[src/rtl/led_blink_ctrl.sv]
// Multi-channel LED pattern controller: NUM_CH channels (OFF/ON/BLINK/ONESHOT)
// paced by one shared prescaler tick and configured through a single write port.
module led_blink_ctrl #(
  parameter int NUM_CH   = 4,
  parameter int PRESCALE = 50_000,
  parameter int CNT_W    = 10,
  parameter int CH_W     = (NUM_CH > 1) ? $clog2(NUM_CH) : 1
) (
  input  logic              clk,
  input  logic              rst,
  input  logic              enable,
  input  logic              wr_en,
  input  logic [CH_W-1:0]   wr_ch,
  input  logic [1:0]        wr_mode,
  input  logic [CNT_W-1:0]  wr_half,
  output logic [NUM_CH-1:0] led,
  output logic [NUM_CH-1:0] oneshot_done
);

  localparam int               PRE_W        = (PRESCALE > 1) ? $clog2(PRESCALE) : 1;
  localparam logic [PRE_W-1:0] PRE_LAST     = PRE_W'(PRESCALE - 1);
  localparam logic [CH_W:0]    NUM_CH_V     = (CH_W + 1)'(NUM_CH);
  localparam logic [CNT_W-1:0] CNT_ONE      = CNT_W'(1);
  localparam logic [1:0]       MODE_OFF     = 2'd0;
  localparam logic [1:0]       MODE_BLINK   = 2'd2;
  localparam logic [1:0]       MODE_ONESHOT = 2'd3;

  logic [PRE_W-1:0]  pre_cnt_q, pre_cnt_d;
  logic              tick_s;
  logic              wr_hit_s;
  logic [1:0]        mode_q [NUM_CH];
  logic [1:0]        mode_d [NUM_CH];
  logic [CNT_W-1:0]  half_q [NUM_CH];
  logic [CNT_W-1:0]  half_d [NUM_CH];
  logic [CNT_W-1:0]  cnt_q  [NUM_CH];
  logic [CNT_W-1:0]  cnt_d  [NUM_CH];
  logic [NUM_CH-1:0] led_q, led_d;
  logic [NUM_CH-1:0] done_q, done_d;

  // A programmed half-period of zero is treated as one tick.
  function automatic logic [CNT_W-1:0] heff_f(input logic [CNT_W-1:0] half);
    return (half == '0) ? CNT_ONE : half;
  endfunction

  // State register for prescaler and all channel state
  always_ff @(posedge clk) begin
    if (rst) begin
      pre_cnt_q <= '0;
      led_q     <= '0;
      done_q    <= '0;
      for (int i = 0; i < NUM_CH; i++) begin
        mode_q[i] <= MODE_OFF;
        half_q[i] <= CNT_ONE;
        cnt_q[i]  <= '0;
      end
    end else begin
      pre_cnt_q <= pre_cnt_d;
      led_q     <= led_d;
      done_q    <= done_d;
      mode_q    <= mode_d;
      half_q    <= half_d;
      cnt_q     <= cnt_d;
    end
  end

  // Prescaler: free-running while enabled, frozen otherwise
  always_comb begin
    tick_s    = enable && (pre_cnt_q == PRE_LAST);
    pre_cnt_d = pre_cnt_q;
    if (enable) begin
      if (tick_s) begin
        pre_cnt_d = '0;
      end else begin
        pre_cnt_d = pre_cnt_q + PRE_W'(1);
      end
    end else begin
      pre_cnt_d = pre_cnt_q;
    end
  end

  // Channel next-state: a write to a channel pre-empts its tick in the same cycle
  always_comb begin
    wr_hit_s = wr_en && ({1'b0, wr_ch} < NUM_CH_V);
    led_d    = led_q;
    done_d   = '0;
    for (int i = 0; i < NUM_CH; i++) begin
      mode_d[i] = mode_q[i];
      half_d[i] = half_q[i];
      cnt_d[i]  = cnt_q[i];
      if (wr_hit_s && (wr_ch == CH_W'(i))) begin
        mode_d[i] = wr_mode;
        half_d[i] = wr_half;
        cnt_d[i]  = '0;
        led_d[i]  = (wr_mode != MODE_OFF);
      end else if (tick_s) begin
        case (mode_q[i])
          MODE_BLINK: begin
            if (cnt_q[i] == heff_f(half_q[i]) - CNT_ONE) begin
              cnt_d[i] = '0;
              led_d[i] = ~led_q[i];
            end else begin
              cnt_d[i] = cnt_q[i] + CNT_ONE;
            end
          end
          MODE_ONESHOT: begin
            if (cnt_q[i] == heff_f(half_q[i]) - CNT_ONE) begin
              cnt_d[i]  = '0;
              led_d[i]  = 1'b0;
              mode_d[i] = MODE_OFF;
              done_d[i] = 1'b1;
            end else begin
              cnt_d[i] = cnt_q[i] + CNT_ONE;
            end
          end
          default: begin
            cnt_d[i] = '0;
          end
        endcase
      end else begin
        cnt_d[i] = cnt_q[i];
      end
    end
  end

  // Outputs come straight from registers
  always_comb begin
    led          = led_q;
    oneshot_done = done_q;
  end

endmodule

[config.mk]
export PLATFORM = sky130hd
export DESIGN_NAME = led_blink_ctrl
export DESIGN_NICKNAME = d
export VERILOG_FILES = /design/src/rtl/led_blink_ctrl.sv
export SDC_FILE = /design/constraint.sdc
export NUM_CORES = 1
export LEC_CHECK = 0
export ABC_AREA = 1
export CORE_MARGIN = 3
export CORE_UTILIZATION = 45
export DETAILED_ROUTE_END_ITERATION = 6
export PLACE_DENSITY = 0.6
export RECOVER_POWER = 50
export SLEW_MARGIN = 20
export SYNTH_ARGS = -nofsm -noshare
export SYNTH_HDL_FRONTEND = slang
export SYNTH_SLANG_ARGS = --single-unit
[constraint.sdc]
create_clock -name clk -period 2 [get_ports clk]
set_input_delay 0.2 -clock clk [delete_from_list [all_inputs] [get_ports clk]]
set_output_delay 0.2 -clock clk [all_outputs]
set_load 0.01 [all_outputs]
==> flow_summary_export.csv <==
group,metric,value,unit
detailed_routing,dr_total_vias,6828,
clocking,root_buffer,"clkbuf_16",
floorplan,initial_utilization,47.00,%
clocking,clk_pin_slew,0.07,ns
detailed_routing,viasPerCell,5.073,
logic_synthesis,ys_top_cells_by_area,"dfxtp_1 34%, nand2_1 13%, a21oi_1 6.8%",
timing,rsz0062_at_grt,"yes",
logic_synthesis,yosysUniqueCellTypes,42,
critical_path,cp_top_family,"simple AND/OR/NAND/NOR gates",
timing,setup_viol,56,
clocking,htree_num_levels,3,
grt,antenna_found_initial,0,
cells_and_area,fillCellCount,1281,
critical_path,cpPeakStageDelay,0.32,ns
timing,timing.final.ws_setup,-0.3185,ns
logic_synthesis,synth_top_area_cell,"dfxtp_1",
logic_synthesis,synth_top_area_share,33.72,%
logic_synthesis,synth_area,0.006650,mm^2
critical_path,path_buf_inv,8,
hold_path,hold_class,"flip-flop to flip-flop",
cells_and_area,fin_nets,1188,
power_and_ir_drop,ir_worst_vdd,0.4380,mV
detailed_routing,drc,0,
job,cap_viol_max_count,0,
cells_and_area,diodes,0,
timing,slew_headroom,40.73,%
outcome,outcome,"finished, violations left",
critical_path,crit_chain,"nor2_2 > inv_1 > nor2_2 > nand3_2 > nand2_2 > buf_4 > buf_4 > buf_4 > buf_4 > buf_4 > buf_4 > buf_4 > nand2_1 > nand2_1 > nand3_2 > nor2_4 > nand4_4 > o21ai_2 > o21ai_1",
placed_design,dp_hpwl,13210,um
floorplan,dieArea,0.01627,mm^2
critical_path,cpMostUsedCell,"buf_4",
floorplan,row_count,43,
detailed_routing,firstDrtPassIters,6,
critical_path,worst-setup-path-type,"flip-flop to flip-flop",
clocking,clock_path_buffers,2,
critical_path,end_kind,"flip-flop",
placed_design,dp_slack,-0.2565,ns
logic_synthesis,yosys_warnings,0,
grt,grt_pass1_vias,6461,
logic_synthesis,synth_commonest_cells,"224 x nand2_1, 112 x dfxtp_1, 109 x inv_1",
power_and_ir_drop,power,5.199,mW
clocking,clkSinkCount,112,
logic_synthesis,synth_nets,1021,
cells_and_area,area_delta_synth_final,36.46,%
logic_synthesis,ys_ff_latch,112,
critical_path,critical_path_required,2.25,ns
logic_synthesis,async_reset_ff_share,0,%
logic_synthesis,ys_seq_area_share,33.72,%
logic_synthesis,synth_edf_count,0,
floorplan,die_w,127.6,um
critical_path,critPathLaunchType,"flip-flop",
critical_path,slowest_stage,"dfxtp_2",
timing,hold_viol,0,
timing,finalCriticalPeriod,2.318,ns
grt,grt_max_degree,29,
clocking,postCtsHoldBufs,0,
grt,grt_overflow,0,
timing,clock_skew,0.007080,ns
detailed_routing,first_iter_violations,305,
outcome,violations,"negative setup slack",
logic_synthesis,synth.avg_cell_area,6.690,um^2
detailed_routing,postRouteWirelength,18310,um
floorplan,core_area,0.01415,mm^2
detailed_routing,wl_per_cell,13.60,um
clocking,cts_buffers,9,
grt,grt_pass1_wl,30180,um
logic_synthesis,ys_dominant_reg_cell,"dfxtp_1",
floorplan,io_pins,26,
placed_design,port_buffers,25,
detailed_routing,drtAntennaViolNets,0,
logic_synthesis,synthMostInstantiatedCell,"nand2_1",
timing,clock.fmax,431.3,MHz
placed_design,gp_congestion,0.8595,
power_and_ir_drop,p_leak,3.622,nW
power_and_ir_drop,powerDensity,572.9,mW/mm^2
clocking,insertion_delay,0.36,ns
grt,grt_usage,22.71,%
logic_synthesis,synth_cells,994,
critical_path,critPathMaxFanout,5,
timing,post-route-period-util,115.9,%
timing,slew_viol_final,0,
floorplan,die_h,127.6,um
critical_path,arrival,2.56,ns
clocking,cts_tree,"done",
cells_and_area,drive_gt1_share,31.30,%
timing,tightest_slew,0.8891,ns
## power by group
group | total [mW] | switching (mW) | internal, mW
clock network | 1.73 | 0.847 | 0.879
logic | 1.14 | 0.637 | 0.506
registers | 2.33 | 0.0433 | 2.29
## timing repair
item | in CTS | in global routing
pin swaps | 41 | 36
setup endpoints to repair | 56 | 58
cloned | 2 | 0
setup buffers | 28 | 9
resized for setup | 58 | 73
hold endpoints to repair | 0 | 0
## metal layers
metal  wire length (um)  GRT usage, %  vias up
met3                531         3.972       28
met1               8358         28.35     3124
met5                  0             0        -
met4                368         6.751        0
met2               9047         39.95      105
li1                   -             -     3571
## logic make-up after synthesis
family / Yosys count / synth area share, %
buffers and inverters: 141 / 8.015
adder cells (fa/ha/maj): 9 / 1.693
flip-flops: 112 / 33.72
XOR/XNOR: 58 / 7.639
AND/OR/NAND/NOR: 511 / 36.03
AO/OA/AOI/OAI: 163 / 12.91
## sequential cells by signal (all words and copies together), names as in the netlist
signal and flops:
cnt_q 40, half_q 40, led 4, mode_q 8
oneshot_done 4, pre_cnt_q 16
## final timing paths
| check | from | end | slack (ns) | cells after the start |
|---|---|---|---|---|
| setup / recovery | half_q[14] | mode_q[3] | -0.32 | 19 |
| hold reg to reg | pre_cnt_q[14] | pre_cnt_q[14] | 0.47 | 2 |
| hold / removal | pre_cnt_q[14] | pre_cnt_q[14] | 0.47 | 2 |
| setup reg to reg | half_q[14] | mode_q[3] | -0.32 | 19 |
## cell usage in the layout (no fill, tap or decap), drive strengths merged, types with 2 or more instances in the layout
cell / netlist / routed
clkdlybuf4s50: 0 / 21
and2: 2 / 2
dlygate4sd3: 0 / 4
xor2: 34 / 34
inv: 118 / 118
o21bai: 4 / 4
xnor2: 24 / 24
dfxtp: 112 / 112
nor2: 128 / 128
nor4: 7 / 7
buf: 5 / 146
or2: 5 / 5
nand3b: 5 / 5
nor3b: 3 / 3
nand4: 24 / 24
o21ai: 57 / 57
o22ai: 2 / 2
clkbuf: 15 / 16
nand2: 234 / 235
nor3: 19 / 19
ha: 9 / 9
clkinv: 3 / 5
o211ai: 3 / 3
a21oi: 94 / 94
nand3: 84 / 85
## final cells by class
cell class	instances	area [um^2]	area share, %
Clock inverter	3	17.52	0.1930
Timing Repair Buffer	174	1394	15.36
Multi-Input combinational cell	743	4452	49.06
Tap cell	180	225.2	2.482
Sequential cell	112	2280	25.12
Inverter	121	456.7	5.032
Clock buffer	13	250.2	2.757
## worst min-delay path, delay by kind of cell, from the launching register on
family | cells | cell delay (ns)
AO/OA/AOI/OAI | 1 | 0.05
buffers and inverters | 1 | 0.06
flip-flops | 1 | 0.31
## through the flow
| stage | setup TNS, ns | utilization (%) | cell area [um^2] | cells | hold WS [ns] |
|---|---|---|---|---|---|
| 2_1_floorplan | -2.976 | - | 6794 | 994 | 0.3132 |
| 3_3_place_gp | -7.775 | 56.94 | 8056 | 1291 | 0.4662 |
| 3_5_place_dp | -9.450 | 56.94 | 8056 | 1291 | 0.4619 |
| 4_1_cts | -7.851 | 61.92 | 8761 | 1337 | 0.4733 |
| 5_1_grt | -18.25 | 64.13 | 9075 | 1346 | 0.4967 |
| 6_report | -8.733 | 64.13 | 9075 | 1346 | 0.4696 |
(Power assumes the default switching activity.)
